**src/rtl/cpu_load_store_unit_if.sv**
```systemverilog
// Pipeline-side and data-cache-side signals of the load/store unit.
// slave: the load/store unit itself. master: the pipeline plus cache environment.
interface cpu_load_store_unit_if;
   // pipeline side
   logic        i_request;
   logic        i_rw;
   logic        i_fence;
   logic [1:0]  i_size;
   logic        i_signed;
   logic [31:0] i_address;
   logic [31:0] i_wdata;
   logic        o_ready;
   logic [31:0] o_rdata;
   logic        o_misaligned;
   // data cache side
   logic        o_dc_request;
   logic        o_dc_rw;
   logic        o_dc_flush;
   logic [31:0] o_dc_address;
   logic [31:0] o_dc_wdata;
   logic        o_dc_cacheable;
   logic        i_dc_ready;
   logic [31:0] i_dc_rdata;

   modport slave (
      input  i_request, i_rw, i_fence, i_size, i_signed, i_address, i_wdata,
      input  i_dc_ready, i_dc_rdata,
      output o_ready, o_rdata, o_misaligned,
      output o_dc_request, o_dc_rw, o_dc_flush, o_dc_address, o_dc_wdata, o_dc_cacheable
   );

   modport master (
      output i_request, i_rw, i_fence, i_size, i_signed, i_address, i_wdata,
      output i_dc_ready, i_dc_rdata,
      input  o_ready, o_rdata, o_misaligned,
      input  o_dc_request, o_dc_rw, o_dc_flush, o_dc_address, o_dc_wdata, o_dc_cacheable
   );
endinterface

```
**src/rtl/cpu_load_store_unit.sv**
```systemverilog
// Load/store unit: adapts byte/half/word pipeline accesses to a word-only data cache.
// Sub-word loads are extracted and extended, sub-word stores become read-modify-write,
// misaligned accesses fault without touching the cache, fences become cache flushes.
module cpu_load_store_unit #(
   parameter logic [31:0] UNCACHED_BASE = 32'h5000_0000
) (
   input logic                 i_clock,
   input logic                 i_reset,
   cpu_load_store_unit_if.slave bus
);

   typedef enum logic [2:0] {StIdle, StAccess, StRmwRead, StRmwGap, StRmwWrite} state_t;

   state_t      state_q, state_d;
   logic        ready_q, ready_d;
   logic [31:0] rdata_q, rdata_d;
   logic        misaligned_q, misaligned_d;
   logic        dc_request_q, dc_request_d;
   logic        dc_rw_q, dc_rw_d;
   logic        dc_flush_q, dc_flush_d;
   logic [31:0] dc_address_q, dc_address_d;
   logic [31:0] dc_wdata_q, dc_wdata_d;
   logic        dc_cacheable_q, dc_cacheable_d;

   logic [1:0]  lane;
   logic        misaligned;

   assign lane = bus.i_address[1:0];
   assign misaligned = (bus.i_size == 2'd1 && lane[0]) ||
                       (bus.i_size == 2'd2 && lane != 2'd0) ||
                       (bus.i_size == 2'd3);

   function automatic logic [31:0] format_load(logic [1:0] size, logic sgn, logic [1:0] a,
                                               logic [31:0] d);
      logic [7:0]  b;
      logic [15:0] h;
      b = d[8*a +: 8];
      h = a[1] ? d[31:16] : d[15:0];
      case (size)
         2'd0:    return {{24{sgn & b[7]}}, b};
         2'd1:    return {{16{sgn & h[15]}}, h};
         default: return d;
      endcase
   endfunction

   function automatic logic [31:0] merge_store(logic [1:0] size, logic [1:0] a,
                                               logic [31:0] old, logic [31:0] wd);
      logic [31:0] w;
      w = old;
      if (size == 2'd0) begin
         w[8*a +: 8] = wd[7:0];
      end else if (a[1]) begin
         w[31:16] = wd[15:0];
      end else begin
         w[15:0] = wd[15:0];
      end
      return w;
   endfunction

   // State and registered outputs; reset abandons any cache transaction in flight.
   always_ff @(posedge i_clock) begin
      if (i_reset) begin
         state_q        <= StIdle;
         ready_q        <= 1'b0;
         rdata_q        <= '0;
         misaligned_q   <= 1'b0;
         dc_request_q   <= 1'b0;
         dc_rw_q        <= 1'b0;
         dc_flush_q     <= 1'b0;
         dc_address_q   <= '0;
         dc_wdata_q     <= '0;
         dc_cacheable_q <= 1'b0;
      end else begin
         state_q        <= state_d;
         ready_q        <= ready_d;
         rdata_q        <= rdata_d;
         misaligned_q   <= misaligned_d;
         dc_request_q   <= dc_request_d;
         dc_rw_q        <= dc_rw_d;
         dc_flush_q     <= dc_flush_d;
         dc_address_q   <= dc_address_d;
         dc_wdata_q     <= dc_wdata_d;
         dc_cacheable_q <= dc_cacheable_d;
      end
   end

   // Next-state and next-output decode; o_ready is a pulse, everything else holds.
   always_comb begin
      state_d        = state_q;
      ready_d        = 1'b0;
      rdata_d        = rdata_q;
      misaligned_d   = misaligned_q;
      dc_request_d   = dc_request_q;
      dc_rw_d        = dc_rw_q;
      dc_flush_d     = dc_flush_q;
      dc_address_d   = dc_address_q;
      dc_wdata_d     = dc_wdata_q;
      dc_cacheable_d = dc_cacheable_q;
      unique case (state_q)
         StIdle: begin
            // ready_q high means the previous request is still being retired
            if (bus.i_request && !ready_q) begin
               if (bus.i_fence) begin
                  dc_request_d   = 1'b1;
                  dc_flush_d     = 1'b1;
                  dc_rw_d        = 1'b0;
                  dc_address_d   = '0;
                  dc_cacheable_d = (32'd0 < UNCACHED_BASE);
                  state_d        = StAccess;
               end else if (misaligned) begin
                  ready_d      = 1'b1;
                  misaligned_d = 1'b1;
               end else begin
                  dc_request_d   = 1'b1;
                  dc_address_d   = {bus.i_address[31:2], 2'b00};
                  dc_cacheable_d = (bus.i_address < UNCACHED_BASE);
                  if (bus.i_rw && bus.i_size != 2'd2) begin
                     dc_rw_d = 1'b0;
                     state_d = StRmwRead;
                  end else begin
                     dc_rw_d = bus.i_rw;
                     if (bus.i_rw) dc_wdata_d = bus.i_wdata;
                     state_d = StAccess;
                  end
               end
            end
         end
         StAccess: begin
            if (bus.i_dc_ready) begin
               dc_request_d = 1'b0;
               dc_flush_d   = 1'b0;
               if (!bus.i_rw && !bus.i_fence) begin
                  rdata_d = format_load(bus.i_size, bus.i_signed, lane, bus.i_dc_rdata);
               end
               ready_d      = 1'b1;
               misaligned_d = 1'b0;
               state_d      = StIdle;
            end
         end
         StRmwRead: begin
            if (bus.i_dc_ready) begin
               dc_request_d = 1'b0;
               dc_wdata_d   = merge_store(bus.i_size, lane, bus.i_dc_rdata, bus.i_wdata);
               state_d      = StRmwGap;
            end
         end
         StRmwGap: begin
            // request stays low for this one cycle between the read and the write
            dc_request_d = 1'b1;
            dc_rw_d      = 1'b1;
            state_d      = StRmwWrite;
         end
         StRmwWrite: begin
            if (bus.i_dc_ready) begin
               dc_request_d = 1'b0;
               ready_d      = 1'b1;
               misaligned_d = 1'b0;
               state_d      = StIdle;
            end
         end
         default: state_d = StIdle;
      endcase
   end

   assign bus.o_ready        = ready_q;
   assign bus.o_rdata        = rdata_q;
   assign bus.o_misaligned   = misaligned_q;
   assign bus.o_dc_request   = dc_request_q;
   assign bus.o_dc_rw        = dc_rw_q;
   assign bus.o_dc_flush     = dc_flush_q;
   assign bus.o_dc_address   = dc_address_q;
   assign bus.o_dc_wdata     = dc_wdata_q;
   assign bus.o_dc_cacheable = dc_cacheable_q;

endmodule

```
**src/flat_wrapper.sv**
```systemverilog
// flat-port wrapper written by rule: the top's interface ports become plain ports
module cpu_load_store_unit_flat 
#(
   parameter logic [31:0] UNCACHED_BASE = 32'h5000_0000
)
  (i_clock, i_reset, bus_i_request, bus_i_rw, bus_i_fence, bus_i_size, bus_i_signed, bus_i_address, bus_i_wdata, bus_i_dc_ready, bus_i_dc_rdata, bus_o_ready, bus_o_rdata, bus_o_misaligned, bus_o_dc_request, bus_o_dc_rw, bus_o_dc_flush, bus_o_dc_address, bus_o_dc_wdata, bus_o_dc_cacheable);
  cpu_load_store_unit_if bus_i ();
  input logic i_clock;
  input logic i_reset;
  input wire logic [$bits(bus_i.i_request)-1:0] bus_i_request;
  input wire logic [$bits(bus_i.i_rw)-1:0] bus_i_rw;
  input wire logic [$bits(bus_i.i_fence)-1:0] bus_i_fence;
  input wire logic [$bits(bus_i.i_size)-1:0] bus_i_size;
  input wire logic [$bits(bus_i.i_signed)-1:0] bus_i_signed;
  input wire logic [$bits(bus_i.i_address)-1:0] bus_i_address;
  input wire logic [$bits(bus_i.i_wdata)-1:0] bus_i_wdata;
  input wire logic [$bits(bus_i.i_dc_ready)-1:0] bus_i_dc_ready;
  input wire logic [$bits(bus_i.i_dc_rdata)-1:0] bus_i_dc_rdata;
  output wire logic [$bits(bus_i.o_ready)-1:0] bus_o_ready;
  output wire logic [$bits(bus_i.o_rdata)-1:0] bus_o_rdata;
  output wire logic [$bits(bus_i.o_misaligned)-1:0] bus_o_misaligned;
  output wire logic [$bits(bus_i.o_dc_request)-1:0] bus_o_dc_request;
  output wire logic [$bits(bus_i.o_dc_rw)-1:0] bus_o_dc_rw;
  output wire logic [$bits(bus_i.o_dc_flush)-1:0] bus_o_dc_flush;
  output wire logic [$bits(bus_i.o_dc_address)-1:0] bus_o_dc_address;
  output wire logic [$bits(bus_i.o_dc_wdata)-1:0] bus_o_dc_wdata;
  output wire logic [$bits(bus_i.o_dc_cacheable)-1:0] bus_o_dc_cacheable;
  assign bus_i.i_request = bus_i_request;
  assign bus_i.i_rw = bus_i_rw;
  assign bus_i.i_fence = bus_i_fence;
  assign bus_i.i_size = bus_i_size;
  assign bus_i.i_signed = bus_i_signed;
  assign bus_i.i_address = bus_i_address;
  assign bus_i.i_wdata = bus_i_wdata;
  assign bus_i.i_dc_ready = bus_i_dc_ready;
  assign bus_i.i_dc_rdata = bus_i_dc_rdata;
  assign bus_o_ready = bus_i.o_ready;
  assign bus_o_rdata = bus_i.o_rdata;
  assign bus_o_misaligned = bus_i.o_misaligned;
  assign bus_o_dc_request = bus_i.o_dc_request;
  assign bus_o_dc_rw = bus_i.o_dc_rw;
  assign bus_o_dc_flush = bus_i.o_dc_flush;
  assign bus_o_dc_address = bus_i.o_dc_address;
  assign bus_o_dc_wdata = bus_i.o_dc_wdata;
  assign bus_o_dc_cacheable = bus_i.o_dc_cacheable;
  cpu_load_store_unit #(.UNCACHED_BASE(UNCACHED_BASE)) u_core (.i_clock(i_clock), .i_reset(i_reset), .bus(bus_i));
endmodule
```
**config.mk**
```make
export PLATFORM = sky130hd
export DESIGN_NAME = cpu_load_store_unit_flat
export DESIGN_NICKNAME = d
export VERILOG_FILES = /design/src/rtl/cpu_load_store_unit_if.sv /design/src/rtl/cpu_load_store_unit.sv /design/src/flat_wrapper.sv
export SDC_FILE = /design/constraint.sdc
export NUM_CORES = 1
export LEC_CHECK = 0
export BUFFER_PORTS_ARGS = -buffer_cell sky130_fd_sc_hd__buf_2
export CORE_MARGIN = 2
export CORE_UTILIZATION = 37
export CTS_BUF_LIST = sky130_fd_sc_hd__clkbuf_8
export CTS_CLUSTER_SIZE = 24
export DETAILED_ROUTE_END_ITERATION = 8
export PLACE_DENSITY = 0.62
export SLEW_MARGIN = 20
export SYNTH_ARGS = -nofsm -noshare
export SYNTH_HDL_FRONTEND = slang
export SYNTH_SLANG_ARGS = --single-unit
export TNS_END_PERCENT = 5
```
**constraint.sdc**
```tcl
create_clock -name i_clock -period 3.46 [get_ports i_clock]
set_clock_uncertainty 0.2 [all_clocks]
set_input_delay 0.692 -clock i_clock [delete_from_list [all_inputs] [get_ports i_clock]]
set_output_delay 0.692 -clock i_clock [all_outputs]
set_load 0.01 [all_outputs]
```
==> out/qor.csv, run 1 <==
metric;value;unit
synth_edf_count;0;
yosys_register_bits;103;
cp_max_fo;27;
vdd_ir_drop_max;0.229;mV
hold_buffers;0;
reg2reg_slack;750;ps
fin_crit;2710;ps
synth_simple_gate_area_share;23.2;%
routed_via_density;5.75;
startpoint_type;input port;
cts_buffers;9;
clock-root-buffer;clkbuf_8;
n_antenna_cell;0;
clockBufferDepth;2;
synthXorXnorAreaFrac;0.331;%
fp.dieW;124;microns
die_y;124;microns
n_fill_cell;1374;
via_count;5616;
yosysSeqAreaShare;39.0;%
setup_violations;0;
final_common_cell;buf_2;
dp.cells;962;
worstPathArrival;2730;ps
fmax;369;MHz
r2r_end;u_core.bus.o_rdata[28];
drc;0;
yosys-top-cells-area;dfxtp_1, a221oi_1, nor2_1;
r2r_cells;4;
synthArstFlopShare;0;%
clk_pin_slew;90;ps
synthAdderAreaFrac;1.18;%
port_buffers;204;
worstMarginPinSlew;1050;ps
hold_end;u_core.bus.o_dc_address[24];
dp_hpwl;13300;microns
fin_setup_tns;0;ps
wl_per_cell;18.5;microns
first_pass_iters;5;
maxSlewViolCount;0;
p_leak;0.00283;uW
synthCells;623;
cap_violations;0;
hold_path_class;flip-flop to flip-flop;
reg2reg_from;u_core.state_q[0];
fin_nets;903;
cts_resized;0;
finalWirelength;18000;microns
grt_pass1_vias;5260;
drtAntennaViolNets;0;
antenna_found_initial;0;
h-tree-depth;3;
period_share;78.4;%
grt_usage;23.2;%
gp_congestion;0.943;
grt_max_degree;55;
final_util;47.1;%
crit_chain;buf_2 > buf_4 > mux2i_1 > nor3_1 > o21a_1 > nor2_1 > a211oi_1;
relSlewSlack;30.0;%
yosys_warnings;0;
core;0.0139;sq mm
yosysTopAreaCell;dfxtp_1;
num_io_pins;207;
outcome;finished clean;
most-common-layout-cells;buf_2, dfxtp_1, nor2_1, nand2_1, a21oi_1;
crit_required;3480;ps
multi_input_area;0.00294;sq mm
clk_latency;380;ps
muxShareOfSynthArea;4.24;%
max_stage_delay;780;ps
initial_core_util;37.9;%
hold_violations;0;
worstHoldStart;u_core.bus.o_dc_address[24];
area_growth;24.1;%
clock_sinks;103;
cp-end-kind;flip-flop;
grt_overflow;0;
grt_pass1_wl;27300;microns
slowest_stage;nor2_1;
synth_area_per_cell;8.48;sq um
drive_above_1_share;31.2;%
synth_ff_type;dfxtp_1;
cellPowerDensity;379;mW/mm^2
tritoncts;done;
rsz0062_at_grt;false;
synth_top_cell_area_share;39.0;%
worstSetupPathType;input port to flip-flop;
finalNonFillerCells;977;
dieArea;0.0153;sq mm
netlist_area;0.00529;sq mm
synth_top_family_by_area;compound AO/OA/AOI/OAI gates;
rows;43;
drtIter0Drc;445;
post_cts_buffers;0;
hold_depth;2;
synth_compound_area_share;26.4;%
regArea;0.00206;sq mm
synth.distinct_cells;59;
-- how the worst max path moves through the flow --
stage	start	end	slack (ps)
detailed placement	bus_i_address[0]	u_core.bus.o_dc_address[12]	250
global route	u_core.state_q[0]	u_core.bus.o_rdata[29]	410
finish	bus_i_address[1]	u_core.bus.o_rdata[28]	750
floorplan	bus_i_address[1]	u_core.bus.o_dc_wdata[30]	640
global placement	bus_i_address[0]	u_core.bus.o_dc_address[25]	370
CTS	u_core.state_q[0]	u_core.bus.o_dc_address[12]	540
-- Yosys cell counts, types with 2 or more instances --
master,n
and2_1,2
nor4bb_1,2
a211oi_1,26
o21ai_0,6
dfxtp_1,103
nand2_1,56
or3_1,2
clkbuf_1,37
a221oi_1,40
a221o_1,8
ha_1,5
buf_1,6
nor2b_1,9
o221ai_1,3
a22o_1,9
buf_4,5
o21a_1,3
o31ai_1,2
o41ai_2,8
buf_6,3
a32oi_1,2
nand3b_1,38
nor3_1,34
inv_1,4
a22oi_1,2
nor3b_1,2
and3_1,2
nand2b_1,7
mux2i_1,19
clkinv_1,2
nor2_1,80
buf_2,8
nand3_1,4
o311ai_0,3
a21oi_1,55
nor4_1,2
o21bai_1,2
-- flip-flops by register name, summed over array words and instances (netlist names) --
register                   count
u_core.bus.o_dc_rw             1
u_core.bus.o_dc_address       30
u_core.bus.o_misaligned        1
u_core.bus.o_ready             1
u_core.bus.o_rdata            32
u_core.bus.o_dc_request        1
u_core.bus.o_dc_flush          1
u_core.bus.o_dc_cacheable      1
u_core.bus.o_dc_wdata         32
u_core.state_q                 3
-- where the power goes --
part / internal [uW] / leakage, uW / switching [uW]
clock network: 346 / 0.000105 / 425
registers: 1230 / 0.000834 / 29.3
logic: 180 / 0.00190 / 280
total: 1750 / 0.00283 / 733
-- layout make-up --
cell class | instances | area share (%)
clock inverters | 5 | 0.782
well taps | 180 | 3.44
flip-flops and latches | 103 | 31.5
multi-input cells | 456 | 44.8
inverters | 6 | 0.344
clock buffers | 10 | 2.10
repair buffers | 217 | 17.1
-- through the flow --
step | setup slack [ps] | power [uW] | instance area, sq um | hold WS, ps
4_1_cts | 543 | 2510 | 6560 | 254
3_5_place_dp | 253 | 1740 | 6370 | 241
6_report | 746 | 2490 | 6560 | 253
5_1_grt | 413 | 2600 | 6560 | 282
2_1_floorplan | 640 | 1550 | 5290 | 276
3_3_place_gp | 366 | 1730 | 6370 | 236
-- critical path, delay by kind of cell --
kind	cells	cell delay, ps
AOI/OAI and AO/OA	2	360
and+or+nand+nor	2	880
buffers and inverters	2	470
muxes	1	310
-- kinds of logic (layout without fill, tap and decap cells) --
group                    Yosys count  in the layout
AO/OA/AOI/OAI                    180            180
adder cells (fa/ha/maj)            5              5
flip-flops                       103            103
XOR/XNOR                           2              2
other                              1              2
buffers and inverters             65            238
AND/OR/NAND/NOR                  246            246
multiplexers                      21             21
-- metal layers --
metal,wire length (microns),up-vias,part of all wire [%],GRT usage [%]
met5,0,-,0,0
met4,590,0,3.3,9.73
met3,1890,40,10,7.24
met2,8000,327,44,36.2
met1,7560,2602,42,29.5
li1,-,2647,-,-
Power figures use the tool's default switching activity.
==> run 2, diff against run 1 <==
--- a/config.mk
+++ b/config.mk
@@ -5,13 +5,14 @@
 export SDC_FILE = /design/constraint.sdc
 export NUM_CORES = 1
 export LEC_CHECK = 0
+export ABC_AREA = 1
 export BUFFER_PORTS_ARGS = -buffer_cell sky130_fd_sc_hd__buf_2
 export CORE_MARGIN = 2
 export CORE_UTILIZATION = 37
 export CTS_BUF_LIST = sky130_fd_sc_hd__clkbuf_8
 export CTS_CLUSTER_SIZE = 24
 export DETAILED_ROUTE_END_ITERATION = 8
-export PLACE_DENSITY = 0.62
+export PLACE_DENSITY = 0.64
 export SLEW_MARGIN = 20
 export SYNTH_ARGS = -nofsm -noshare
 export SYNTH_HDL_FRONTEND = slang
==> constraint.sdc (replaced) <==
create_clock -name i_clock -period 2.2 [get_ports i_clock]
set_clock_uncertainty 0.2 [all_clocks]
set_input_delay 0.44 -clock i_clock [delete_from_list [all_inputs] [get_ports i_clock]]
set_output_delay 0.44 -clock i_clock [all_outputs]
set_load 0.01 [all_outputs]
==> out/qor.csv, run 2 <==
metric;value;unit
outcome;finished clean;
n_fill_cell;1671;
synthCells;936;
place_area;0.00715;sq mm
cp-end-kind;flip-flop;
first_pass_iters;6;
clock-root-buffer;clkbuf_8;
maxSlewViolCount;0;
hold_depth;2;
drtIter0Drc;526;
crit_required;2300;ps
regArea;0.00206;sq mm
area_growth;27.4;%
most-common-layout-cells;nand2_1, buf_2, a21oi_1, dfxtp_1, nor2_1;
grt_overflow;0;
yosys_warnings;0;
period_share;85.6;%
r2r_end;u_core.bus.o_dc_wdata[3];
dieArea;0.0167;sq mm
post-place-ws;26.9;ps
setup_violations;0;
final_common_cell;nand2_1;
rows;45;
relSlewSlack;50.6;%
p_leak;0.00380;uW
grt_pass1_wl;30600;microns
crit_start;u_core.state_q[2];
yosysTopAreaCell;dfxtp_1;
worstSetupPathType;flip-flop to flip-flop;
startpoint_type;flip-flop;
fin_setup_tns;0;ps
grt_pass1_vias;5928;
h-tree-depth;3;
gp_congestion;0.989;
synth.distinct_cells;31;
hold_slack;69.2;ps
wl_per_cell;15.0;microns
reg2reg_from;u_core.state_q[2];
synthArstFlopShare;0;%
cts_resized;0;
tritoncts;done;
yosysMostFrequentCell;nand2_1;
clk_pin_slew;110;ps
r2r_cells;9;
port_buffers;204;
synth_edf_count;0;
design_area;0.00737;sq mm
multi_input_area;0.00319;sq mm
core;0.0153;sq mm
routed_via_density;4.91;
cap_violations;0;
yosys-top-cells-area;dfxtp_1, nand2_1, a21oi_1;
yosys_register_bits;103;
hold_buffers;0;
dp_hpwl;15500;microns
fin_ws;318;ps
hold_path_class;input port to flip-flop;
via_count;6639;
vdd_ir_drop_max;0.316;mV
grt_max_degree;57;
antenna_found_initial;2;
drc;0;
hold_violations;0;
yosys-top-cells-count;nand2_1, a21oi_1, dfxtp_1;
fin_crit;1880;ps
drtAntennaViolNets;0;
clk_latency;390;ps
clockBufferDepth;2;
initial_core_util;37.9;%
worstPathArrival;1990;ps
drive_above_1_share;26.4;%
cp_max_fo;56;
netlist_area;0.00579;sq mm
finalWirelength;20300;microns
synth_area_per_cell;6.18;sq um
crit_path_end;u_core.bus.o_dc_wdata[3];
num_io_pins;207;
cellPowerDensity;613;mW/mm^2
post_cts_buffers;0;
reg2reg_slack;320;ps
clock_sinks;103;
grt_usage;23.5;%
cts_buffers;9;
fmax;531;MHz
die_y;129;microns
yosysSeqAreaShare;35.6;%
fp.dieW;129;microns
worstMarginPinSlew;741;ps
rsz0062_at_grt;false;
synth_ff_type;dfxtp_1;
power;4520;uW
synth_top_cell_area_share;35.6;%
fin_nets;1244;
==> run 2: layout make-up <==
class | count | area share (%)
diodes | 1 | 0.0339
flip-flops and latches | 103 | 28.0
inverters | 73 | 3.72
multi-input cells | 706 | 43.2
well taps | 211 | 3.58
clock inverters | 7 | 1.32
repair buffers | 241 | 18.5
clock buffers | 9 | 1.68
==> run 2: kinds of logic after synthesis <==
| group | share of synthesized area [%] |
|---|---|
| AND/OR/NAND/NOR | 36.1 |
| other | 0.0648 |
| adder cells (fa/ha/maj) | 1.08 |
| flip-flops | 35.6 |
| AO/OA/AOI/OAI | 17.6 |
| buffers and inverters | 9.58 |
==> run 2: per-stage QoR <==
step / util [%] / std cells
final: 48.3 / 1351
after CTS: 48.3 / 1350
after floorplan: - / 937
after detailed placement: 46.8 / 1334
after global placement: 46.8 / 1334
after global routing: 48.3 / 1350
==> run 2: critical path: stages (launching register included) <==
cell	delay (ps)
dfxtp_1	510
nor2_4	90
nand2_2	170
buf_4	200
nand2_2	70
nand2_2	90
buf_12	240
nand2_1	80
nand2_1	60
nor2_1	40
==> run 2: worst min path at each step <==
| stage | start | endpoint | slack (ps) |
|---|---|---|---|
| after global routing | i_reset | u_core.state_q[1] | 50 |
| after global placement | u_core.bus.o_dc_cacheable | u_core.bus.o_dc_cacheable | 250 |
| after CTS | i_reset | u_core.state_q[1] | 50 |
| after detailed placement | u_core.bus.o_dc_address[25] | u_core.bus.o_dc_address[25] | 250 |
| final | i_reset | u_core.state_q[1] | 70 |
| after floorplan | u_core.bus.o_dc_cacheable | u_core.bus.o_dc_cacheable | 280 |
==> run 2: metal layers <==
layer	up-vias	share of wire, %	routed length (microns)	global-route usage [%]
met5	-	0	0	0
met1	2991	45	9120	31.7
met2	238	45	9180	37.4
met3	38	7.2	1470	5.86
met4	0	2.4	487	7.10
li1	3372	-	-	-
==> run 2: power breakdown <==
part	leakage [uW]	internal (uW)	switching (uW)	total (uW)
clock	0.000113	565	760	1330
sequential	0.000835	1970	57.7	2030
combinational	0.00285	429	731	1160
total	0.00380	2970	1550	4520
